## src/rtl/tx_packet.sv

```systemverilog
// tx_packet -- serial framer for one 8-byte packet.
//
// Frame: 0x02, payload[7:0], payload[15:8], ... payload[47:40], 0x03.
// Each byte is sent 8N1 (start 0, 8 data bits LSB first, stop 1), and each bit
// lasts CLKS_PER_BIT clocks. GAP_BITS idle-high bit periods separate
// consecutive bytes. There is no gap after the final byte.
//
// Parameters
//   CLKS_PER_BIT : clk cycles per serial bit (2..4095)
//   GAP_BITS     : idle bit periods between bytes (0..15)
// Ports
//   clk      : sole clock, rising edge
//   rst      : synchronous reset, active low
//   tx_start : frame request, accepted only while tx_busy is low
//   payload  : 48-bit frame body, captured on the accept edge
//   data_out : registered serial line, idle high
//   tx_busy  : high from the cycle after acceptance until frame end
//   tx_done  : one-cycle pulse at frame end
module tx_packet #(
  parameter int CLKS_PER_BIT = 42,
  parameter int GAP_BITS     = 1
) (
  input  logic        clk,
  input  logic        rst,
  input  logic        tx_start,
  input  logic [47:0] payload,
  output logic        data_out,
  output logic        tx_busy,
  output logic        tx_done
);

  localparam int BAUD_W  = $clog2(CLKS_PER_BIT);
  localparam int GAP_LEN = GAP_BITS * CLKS_PER_BIT;
  localparam int GAP_W   = (GAP_LEN > 1) ? $clog2(GAP_LEN) : 1;

  localparam logic [BAUD_W-1:0] BAUD_LAST = BAUD_W'(CLKS_PER_BIT - 1);
  // With GAP_BITS=0 the GAP state is never entered, so this value is unused.
  localparam logic [GAP_W-1:0]  GAP_LAST  = (GAP_LEN > 0) ? GAP_W'(GAP_LEN - 1) : '0;

  typedef enum logic [2:0] {IDLE, START, DATA, STOP, GAP} state_t;

  state_t             state, state_nxt;
  logic [BAUD_W-1:0]  baud_cnt, baud_cnt_nxt;
  logic [2:0]         bit_idx, bit_idx_nxt;
  logic [2:0]         byte_idx, byte_idx_nxt;
  logic [GAP_W-1:0]   gap_cnt, gap_cnt_nxt;
  logic [47:0]        payload_q, payload_q_nxt;
  logic               data_out_nxt, tx_busy_nxt, tx_done_nxt;
  logic [7:0]         cur_byte;

  // Byte k of the frame: header, six payload bytes, trailer.
  function automatic logic [7:0] frame_byte(input logic [47:0] p, input logic [2:0] idx);
    int i;
    if (idx == 3'd0)      return 8'h02;
    else if (idx == 3'd7) return 8'h03;
    i = int'(idx) - 1;
    return p[8*i +: 8];
  endfunction

  always_comb begin
    state_nxt     = state;
    baud_cnt_nxt  = baud_cnt;
    bit_idx_nxt   = bit_idx;
    byte_idx_nxt  = byte_idx;
    gap_cnt_nxt   = gap_cnt;
    payload_q_nxt = payload_q;
    data_out_nxt  = data_out;
    tx_busy_nxt   = tx_busy;
    tx_done_nxt   = 1'b0;
    cur_byte      = frame_byte(payload_q, byte_idx);

    case (state)
      IDLE: begin
        data_out_nxt = 1'b1;
        if (tx_start) begin
          // Line drops on the accept edge itself: the start bit of byte0.
          state_nxt     = START;
          baud_cnt_nxt  = '0;
          bit_idx_nxt   = '0;
          byte_idx_nxt  = '0;
          gap_cnt_nxt   = '0;
          payload_q_nxt = payload;
          data_out_nxt  = 1'b0;
          tx_busy_nxt   = 1'b1;
        end
      end
      START: begin
        if (baud_cnt == BAUD_LAST) begin
          baud_cnt_nxt = '0;
          bit_idx_nxt  = '0;
          state_nxt    = DATA;
          data_out_nxt = cur_byte[0];
        end else begin
          baud_cnt_nxt = baud_cnt + 1'b1;
        end
      end
      DATA: begin
        if (baud_cnt == BAUD_LAST) begin
          baud_cnt_nxt = '0;
          if (bit_idx == 3'd7) begin
            state_nxt    = STOP;
            data_out_nxt = 1'b1;
          end else begin
            bit_idx_nxt  = bit_idx + 3'd1;
            data_out_nxt = cur_byte[bit_idx + 3'd1];
          end
        end else begin
          baud_cnt_nxt = baud_cnt + 1'b1;
        end
      end
      STOP: begin
        if (baud_cnt == BAUD_LAST) begin
          baud_cnt_nxt = '0;
          if (byte_idx == 3'd7) begin
            state_nxt   = IDLE;
            tx_busy_nxt = 1'b0;
            tx_done_nxt = 1'b1;
          end else if (GAP_BITS > 0) begin
            state_nxt   = GAP;
            gap_cnt_nxt = '0;
          end else begin
            state_nxt    = START;
            byte_idx_nxt = byte_idx + 3'd1;
            data_out_nxt = 1'b0;
          end
        end else begin
          baud_cnt_nxt = baud_cnt + 1'b1;
        end
      end
      GAP: begin
        if (gap_cnt == GAP_LAST) begin
          gap_cnt_nxt  = '0;
          state_nxt    = START;
          byte_idx_nxt = byte_idx + 3'd1;
          data_out_nxt = 1'b0;
        end else begin
          gap_cnt_nxt = gap_cnt + 1'b1;
        end
      end
      default: begin
        state_nxt    = IDLE;
        data_out_nxt = 1'b1;
        tx_busy_nxt  = 1'b0;
      end
    endcase
  end

  always_ff @(posedge clk) begin
    if (!rst) begin
      state     <= IDLE;
      baud_cnt  <= '0;
      bit_idx   <= '0;
      byte_idx  <= '0;
      gap_cnt   <= '0;
      payload_q <= '0;
      data_out  <= 1'b1;
      tx_busy   <= 1'b0;
      tx_done   <= 1'b0;
    end else begin
      state     <= state_nxt;
      baud_cnt  <= baud_cnt_nxt;
      bit_idx   <= bit_idx_nxt;
      byte_idx  <= byte_idx_nxt;
      gap_cnt   <= gap_cnt_nxt;
      payload_q <= payload_q_nxt;
      data_out  <= data_out_nxt;
      tx_busy   <= tx_busy_nxt;
      tx_done   <= tx_done_nxt;
    end
  end

endmodule

```

## config.mk

```make
export PLATFORM = sky130hd
export DESIGN_NAME = tx_packet
export DESIGN_NICKNAME = d
export VERILOG_FILES = /design/src/rtl/tx_packet.sv
export SDC_FILE = /design/constraint.sdc
export NUM_CORES = 1
export LEC_CHECK = 0
export ABC_AREA = 0
export BUFFER_PORTS_ARGS = -buffer_cell sky130_fd_sc_hd__buf_2
export CORE_MARGIN = 2
export CORE_UTILIZATION = 30
export CTS_CLUSTER_SIZE = 12
export DETAILED_ROUTE_END_ITERATION = 10
export PLACE_DENSITY_LB_ADDON = 0.05
export SETUP_SLACK_MARGIN = 0.02
export SLEW_MARGIN = 10
export SYNTH_ARGS = -nofsm -noshare
export SYNTH_HDL_FRONTEND = slang
export SYNTH_SLANG_ARGS = --single-unit
```

## constraint.sdc

```tcl
create_clock -name clk -period 6.7 [get_ports clk]
set_clock_uncertainty 0.15 [all_clocks]
set_input_delay 0.335 -clock clk [delete_from_list [all_inputs] [get_ports clk]]
set_output_delay 0.335 -clock clk [all_outputs]
set_load 0.02 [all_outputs]
```

# Word level (Yosys, flattened, before mapping)
# Index checks and enable logic that the tools add are counted.
[op_classes]
order_cmp = 1
n_reduce_logical = 17
shift = 1
mux = 39
n_eq_ne = 17
addsub = 5
n_bitwise = 2
[ops]
columns = ["operator", "count"]
rows = [
  ["indexed part select 48 x 7 -> 8 bit", 1],
  ["2-to-1 mux 3 bit", 12],
  ["2-to-1 mux 6 bit", 5],
  ["2-to-1 mux 8 bit", 3],
  ["!= test 2 bit (second input constant)", 9],
  ["one-hot mux 6 bit (3 select lines)", 1],
  ["one-hot mux 3 bit (5 select lines)", 1],
  ["adder 6 x 1 -> 6 bit (second input constant)", 2],
  ["== test 6 bit (second input constant)", 2],
  ["one-hot mux 6 bit (2 select lines)", 1],
  ["AND reduction 4 bit", 3],
  ["2-to-1 mux 1 bit", 11],
  ["== test 3 bit (second input constant)", 3],
  ["one-hot mux 3 bit (3 select lines)", 1],
  ["adder 3 x 1 -> 3 bit (second input constant)", 2],
  ["== test 3 x 2 -> 1 bit (second input constant)", 2],
  ["zero test 3 bit", 2],
  ["one-hot mux 3 bit (2 select lines)", 1],
  ["AND reduction 3 bit", 2],
  ["AND reduction 6 bit", 1],
  ["nonzero test 3 bit", 2],
  ["OR reduction 3 bit", 2],
  ["one-hot mux 1 bit (5 select lines)", 1],
  ["AND reduction 5 bit", 1],
  ["8 further kinds", 11],
]
[totals]
output_inout_bits = 3
reg_bits = 72
input_bits = 51
elab_cells = 91

# Longest topological paths before layout
# Gate-level depths: netlist of run 1.
[logic_depth]
depth_word = 9
mapped_depth = 12
depth_no_buf = 9

# Worst setup path after synthesis of run 1
# No wires, ideal clock.
[synth_timing]
kind = "register -> register"
from = "register byte_idx[0]"
to = "register data_out"
setup_ps = 78
period_less_slack_ps = 2788
n_path_buf = 2
t_required_ps = 6472
t_arrival_ps = 2560
path_slack_ps = 3912
stages_incl_launch_ff = 12
cell_sequence = "dfxtp_1 clkbuf_1 inv_1 ha_1 ha_1 buf_2 nand2_1 nor2_1 or4b_2 o221ai_1 nor4_1 a32oi_1"
[synth_between]
elab_chain_cells = 9
elab_cells_between_ends = 14
classes_between = "add/sub: 1; eq/ne: 1; shift: 1; mux: 10; reduce/logical: 1"
[synth_lines]
columns = ["item", "line", "source"]
rows = [
  ["from (decl)", "45", "logic [2:0] byte_idx, byte_idx_nxt;"],
  ["from (signal assigned)", "163", "byte_idx <= byte_idx_nxt;"],
  ["branches (longest 3 deep; another with subtractor 3 x 1 -> 4 bit)", "-", ""],
  ["2-to-1 mux 8 bit (*)", "56", "i = int'(idx) - 1;"],
  ["binary-select mux 1 bit (select 3 bit)", "105", "data_out_nxt = cur_byte[bit_idx + 3'd1];"],
  ["2-to-1 mux 1 bit (not written as such)", "105", ""],
  ["2-to-1 mux 1 bit", "100", "if (bit_idx == 3'd7) begin"],
  ["2-to-1 mux 1 bit", "98", "if (baud_cnt == BAUD_LAST) begin"],
  ["one-hot mux 1 bit (5 select lines) (*)", "72", "case (state)"],
  ["to (signal assigned)", "166", "data_out <= data_out_nxt;"],
  ["to (decl)", "27", "output logic data_out,"],
]
# Every way passes the cells marked *. The select of a mux whose other input is x is not followed.
# A chain may end at the register's enable or synchronous reset.

# Worst setup path in the final report of run 1
# Ends and elaborated chain as after synthesis.

==> results.md, run 1 <==
- Post-DP HPWL: 6.24 mm
- Total grt overflow: 0
- Die width: roughly 110 um
- Number of warnings issued by yosys: 0
- Routability cong.: 0.798
- Power per standard cell area: 263 mW/mm2
- Hold Buf Count CTS: 0
- Die area: 0.0122 mm2
- Core area: roughly 0.011 mm2
- R2R Path Start: byte_idx[0]
- Max-cap viol count: 0
- Root buffer cell: clkbuf_16
- #FFs+latches synth: a little over 70
- Tot GR Track Use: 0.151
- Slew @ Worst Pin: approximately 0.99 ns
- Fin Setup TNS: 0 ns
- Antenna fix cells: 0
- WL final: between 8 and 9 mm
- Via-to-Cell Ratio: approximately 4.9
- IO Port Bufs: 53
- Worst endpoint required time: about 7 ns
- Fin. max-slew vios: 0
- Peak VDD IR: 0.000123 V
- Synth unique cells: 52
- Layout cells sized above 1: 0.176
- DR pass1 iterations: 4
- DRC viols: 0
- Final Cycle Share: 0.485
- CP Max Fanout: 19
- Hold WS: between 0.08 and 0.09 ns
- CP Launch Type: flip-flop
- First-pass GRT wire length: ~15 mm
- RR Endpoint: data_out
- Asr flop ratio synth: 0
- Routed WL per cell: 14.6 um
- Clock buffer count from CTS: 9
- Area of the multi-input gates: approximately 0.0018 mm2
- Chip height: around 110 um
- Kind of critical path: reg2reg
- Std cell rows: 38
- Post-layout util: 0.373
- Outcome: finished, final reports clean
- Fill cells: approximately 1.1k
- Synth Cell Area: around 0.0034 mm2
- Via count: 2,982
- Antenna violations before repair: 0
- Syn Area/Cell: approximately 8.0 um2
- # resized after CTS: 0
- Syn_nets: 488
- Leak Pwr: about 1.5 nW
- I/O pin cnt: between 50 and 60
- Unrepaired setup endpoints after global routing: no
- Post-route cell area: 0.00410 mm2
- Dpl ws: roughly 3.5 ns
- Fin crit period: 3.25 ns
- Most frequent cells in the layout: nand2_1 (113), dfxtp_1 (72), a21oi_1 (61)
- TritonCTS clock tree: yes
- Register area: around 0.0014 mm2
- H-Tree Depth: 3
- Max_slew headroom: 0.341
- Initial cell density of the core: 0.310
- Clock latency on the worst-skew pair: between 0.3 and 0.4 ns
- Fmax: 308 MHz
- Final setup margin: ~3.4 ns
- Clk slew on worst S/H paths: about 0.060 ns
- Largest net degree at the start of global routing: 61
- Sequential-to-total area share from yosys stat: 0.423
- Antenna-violating nets left: 0
- Worst hold path class: in2reg
- Crit path capture type: flip-flop
- Area growth syn-to-layout: 20.1%
- Critical Path AT: approximately 3.4 ns
- Final setup viols: 0
- CTS Sinks: approximately 70
- Initial DRC count: 163
- End point of the critical path: data_out
- R2r setup slk: 3.45 ns
- Dpl cell area: 0.00375 mm2
- Mapped Cells: approximately 430
- Fin. Hold Viols: 0
- CTS max path bufs: 2
- FF-to-FF path depth: 9
- Post-CTS setup buffer count: 0
- Crit path from: byte_idx[0]
- Ys flop type: dfxtp_1
- Final net count: 528
- Commonest non-fill, non-tap cell in the layout: nand2_1
- Post-synth EDFFs: 0
- Vias in the first global route: 2,922
[metrics by stage]
stage,cells,power [mW]
after floorplan,427,0.521
after global placement,596,0.555
after detailed placement,596,0.556
after CTS,612,1.09
after global routing,612,1.13
final,612,1.08
[flip-flops by register name, indices dropped and copies added, names as in the netlist]
name       cells
tx_busy        1
tx_done        1
data_out       1
baud_cnt       6
state          3
byte_idx       3
gap_cnt        6
bit_idx        3
payload_q     48
[worst max-delay path, stage by stage, from the launching register on]
cell and delay, ns:
dfxtp_1 0.58, inv_1 0.18, ha_1 0.26, ha_1 0.67, or2_2 0.23, nand2_1 0.08
or4b_2 0.61, o221ai_1 0.21, nor4_1 0.08, a32oi_1 0.14
[report_power, final]
part / switching (mW) / leakage [nW] / internal [mW]
Combinational: 0.0483 / 0.793 / 0.0331
Sequential: 0.0150 / 0.588 / 0.449
Clock: 0.177 / 0.161 / 0.356
[worst min path at each step]
stage	start	to	cells after the start
finish	payload[13]	payload_q[13]	3
floorplan	payload_q[10]	payload_q[10]	2
global route	payload[31]	payload_q[31]	3
detailed placement	payload_q[11]	payload_q[11]	2
global placement	payload_q[11]	payload_q[11]	2
CTS	payload[13]	payload_q[13]	3
[cells in the mapped netlist, types with 2 or more instances]
library cell / instances / area (um2)
or2_2: 3 / 18.8
nand3b_1: 3 / 22.5
inv_1: 9 / 33.8
nand3_1: 8 / 40.0
o22ai_1: 9 / 56.3
nand4_1: 3 / 18.8
xor2_1: 6 / 52.6
nor3_1: 6 / 30.0
nor4_1: 2 / 12.5
buf_6: 2 / 22.5
buf_2: 3 / 15.0
or3_1: 5 / 31.3
o211ai_1: 5 / 37.5
dfxtp_1: 72 / 1440
o21ai_0: 11 / 55.1
a211oi_1: 2 / 15.0
nor2_1: 22 / 82.6
ha_1: 10 / 125
clkbuf_1: 21 / 78.8
o22a_1: 3 / 26.3
o221ai_1: 8 / 70.1
nand2_1: 113 / 424
mux2i_1: 7 / 70.1
xnor2_1: 4 / 35.0
a21oi_1: 61 / 305
nand2b_1: 3 / 18.8
[cell families (layout without fill, tap and decap cells)]
family                   after synthesis  after routing  synth area share
AND/OR/NAND/NOR                      178            178             0.231
AO/OA/AOI/OAI                        109            109             0.197
flip-flops                            72             72             0.423
buffers and inverters                 38             83            0.0492
adder cells (fa/ha/maj)               11             11            0.0396
XOR/XNOR                              10             10            0.0257
multiplexers                           9              9            0.0349
[layout make-up]
class	instances	area share
well taps	140	0.0428
inverters	11	0.0107
flip-flops and latches	72	0.352
repair buffers	56	0.0703
multi-input cells	317	0.441
clock inverters	4	0.0183
clock buffers	12	0.0651
[layer usage]
layer / vias up / part of all wire / track usage / routed length (um)
met4: 0 / 0.020 / 0.0625 / 175
met2: 57 / 0.42 / 0.216 / 3770
met1: 1346 / 0.52 / 0.216 / 4620
met5: - / 0 / 0 / 0
met3: 14 / 0.039 / 0.0362 / 350
li1: 1565 / - / - / -
(Power assumes the default switching activity.)
==> run 2, diff against run 1 <==
==> constraint.sdc (replaced) <==
create_clock -name clk -period 3.2 [get_ports clk]
set_clock_uncertainty 0.15 [all_clocks]
set_input_delay 0.16 -clock clk [delete_from_list [all_inputs] [get_ports clk]]
set_output_delay 0.16 -clock clk [all_outputs]
set_load 0.02 [all_outputs]
==> results.md, run 2 (synthesis gave the netlist of run 1 again) <==
- WP depth: 9
- Std cell rows: 38
- Initial DRC count: approximately 140
- Final net count: roughly 580
- Crit path from: byte_idx[0]
- Via-to-Cell Ratio: just under 5
- Power per standard cell area: 482 mW/mm2
- Commonest non-fill, non-tap cell in the layout: nand2_1
- CTS max path bufs: 2
- Layout cells sized above 1: 0.164
- Max_slew headroom: 0.531
- Initial cell density of the core: 0.310
- Biggest register: payload_q
- Slew @ Worst Pin: ~0.7 ns
- Critical Path AT: between 2 and 3 ns
- Area growth syn-to-layout: 34.6%
- DRC viols: 0
- FF-to-FF path depth: 9
- Chip height: 111 um
- Sequential Power Share: 0.438
- Largest net degree at the start of global routing: 50
- Switching part of the total: 0.227
- Total power: between 2 and 2.5 mW
- Worst endpoint required time: about 3.3 ns
- Top cell family by delay on the critical path: simple AND/OR/NAND/NOR gates
- CP cell instances: inv_1 -> ha_1 -> ha_1 -> or2_2 -> nand2_1 -> or4b_2 -> o221ai_1 -> nor4_1 -> a32oi_1
- Buf/Inv on CP: 1
- Routed WL per cell: approximately 14 um
- Root buffer cell: clkbuf_16
- CP max stage delay: about 0.61 ns
- Fin crit period: between 2 and 3 ns
- Fin Setup TNS: 0 ns
- Via count: around 3.2k
- Fmax: approximately 380 MHz
- CTS Sinks: 72
- CP Launch Type: flip-flop
- WL final: roughly 9.3 mm
- Max-cap viol count: 0
- Die width: about 110 um
- Clock latency on the worst-skew pair: 0.33 ns
- Net Sw Power: 0.503 mW
- Fin. max-slew vios: 0
- Outcome: finished, final reports clean
- Antenna fix cells: 0
- Routability cong.: 0.782
- Final setup viols: 0
- RR Endpoint: data_out
- Total grt overflow: 0
- TritonCTS clock tree: yes
- Post-DP HPWL: 6.34 mm
- Clock buffer count from CTS: 9
- Number of flip-flops in the largest register: 48
- First-pass GRT wire length: about 15 mm
- Final setup margin: between 0.5 and 0.6 ns
- CP Max Fanout: 11
- Die area: ~0.012 mm2
- Final Cycle Share: 0.831
- H-Tree Depth: 3
- Unrepaired setup endpoints after global routing: no
- Worst hold path class: in2reg
- End point of the critical path: data_out
- Int Power: 1.71 mW
- Antenna-violating nets left: 0
- Critical-path top delay cell: or4b_2
- Leak Pwr: 1.76 nW
- Post-route cell area: between 0.004 and 0.005 mm2
- Core area: 0.0110 mm2
- Clock Power Share: 0.463
- Comb power frac: 0.099
- DR pass1 iterations: 4
- Vias in the first global route: approximately 3.1k
- Crit path capture type: flip-flop
- R2R Path Start: byte_idx[0]
- Fin. Hold Viols: 0
- IO Port Bufs: 53
- Cell mode on critical path: ha_1
- Tot GR Track Use: 0.157
- Most frequent cells in the layout: nand2_1 (113), dfxtp_1 (72), a21oi_1 (61)
- Antenna violations before repair: 0
- I/O pin cnt: 54
- Peak VDD IR: 0.000214 V
- Clk slew on worst S/H paths: around 0.060 ns
- R2r setup slk: between 0.5 and 0.6 ns
- Dpl cell area: approximately 0.0038 mm2
- Largest registers: payload_q (48), baud_cnt (6), gap_cnt (6)
- Kind of critical path: reg2reg
- Dpl ws: between 0.5 and 0.6 ns
[run 2: changes by cell type in the layout (fill, tap and decap cells not counted)]
cell           previous run  this run
dlygate4sd3_1             0        49
buf_4                     3         8
bufinv_16                 2         1
clkbuf_1                  0         1
clkinvlp_4                2         1
[run 2: worst min path at each step]
stage | startpoint | end | slack, ns | depth (start not counted)
CTS | tx_start | state[0] | 0.22 | 5
global route | tx_start | state[0] | 0.24 | 5
global placement | payload[15] | payload_q[15] | 0.25 | 3
floorplan | rst | state[2] | 0.13 | 1
detailed placement | payload[37] | payload_q[37] | 0.26 | 3
finish | tx_start | state[0] | 0.25 | 5
[run 2: repair_timing]
| item | in CTS | in global routing |
|---|---|---|
| endpoints found under the setup margin | 0 | 0 |
| endpoints found under the hold margin | 50 | 0 |
| setup buffers | 0 | 0 |
| hold buffers | 49 | 0 |
| gates resized for setup | 0 | 0 |
[run 2: final cells by class]
cell class | instances | area [um2]
Clock buffer | 13 | 270
Clock inverter | 2 | 37.5
Fill cell | 1111 | 6390
Inverter | 11 | 43.8
Multi-Input combinational cell | 317 | 1810
Sequential cell | 72 | 1440
Tap cell | 140 | 175
Timing Repair Buffer | 110 | 816
[run 2: metrics by stage]
stage | std cells | utilization | hold slack, ns
final | 665 | 0.418 | 0.246
after global routing | 665 | 0.418 | 0.241
after CTS | 665 | 0.418 | 0.222
after detailed placement | 601 | 0.345 | 0.255
after global placement | 601 | 0.345 | 0.251
after floorplan | 427 | - | 0.128
[run 2: power groups by stage]
stage                     registers, mW  logic, mW  clock network (mW)
after floorplan                   0.978      0.112                   0
after global placement            0.991      0.173                   0
after detailed placement          0.990      0.175                   0
after CTS                         0.970      0.221                1.07
after global routing              0.975      0.247                1.11
final                             0.970      0.218                1.03
[run 2: worst min-delay path: stages]
cell      delay (ns)
buf_2           0.14
a21oi_1         0.13
o21ai_0         0.08
nand3b_1        0.10
a21oi_1         0.06
[run 2: metal layers]
metal	global-route usage	up-vias	wire [um]
met4	0.0500	0	55
met1	0.210	1458	4600
li1	-	1674	-
met2	0.243	57	4360
met5	0	-	0
met3	0.0445	4	297
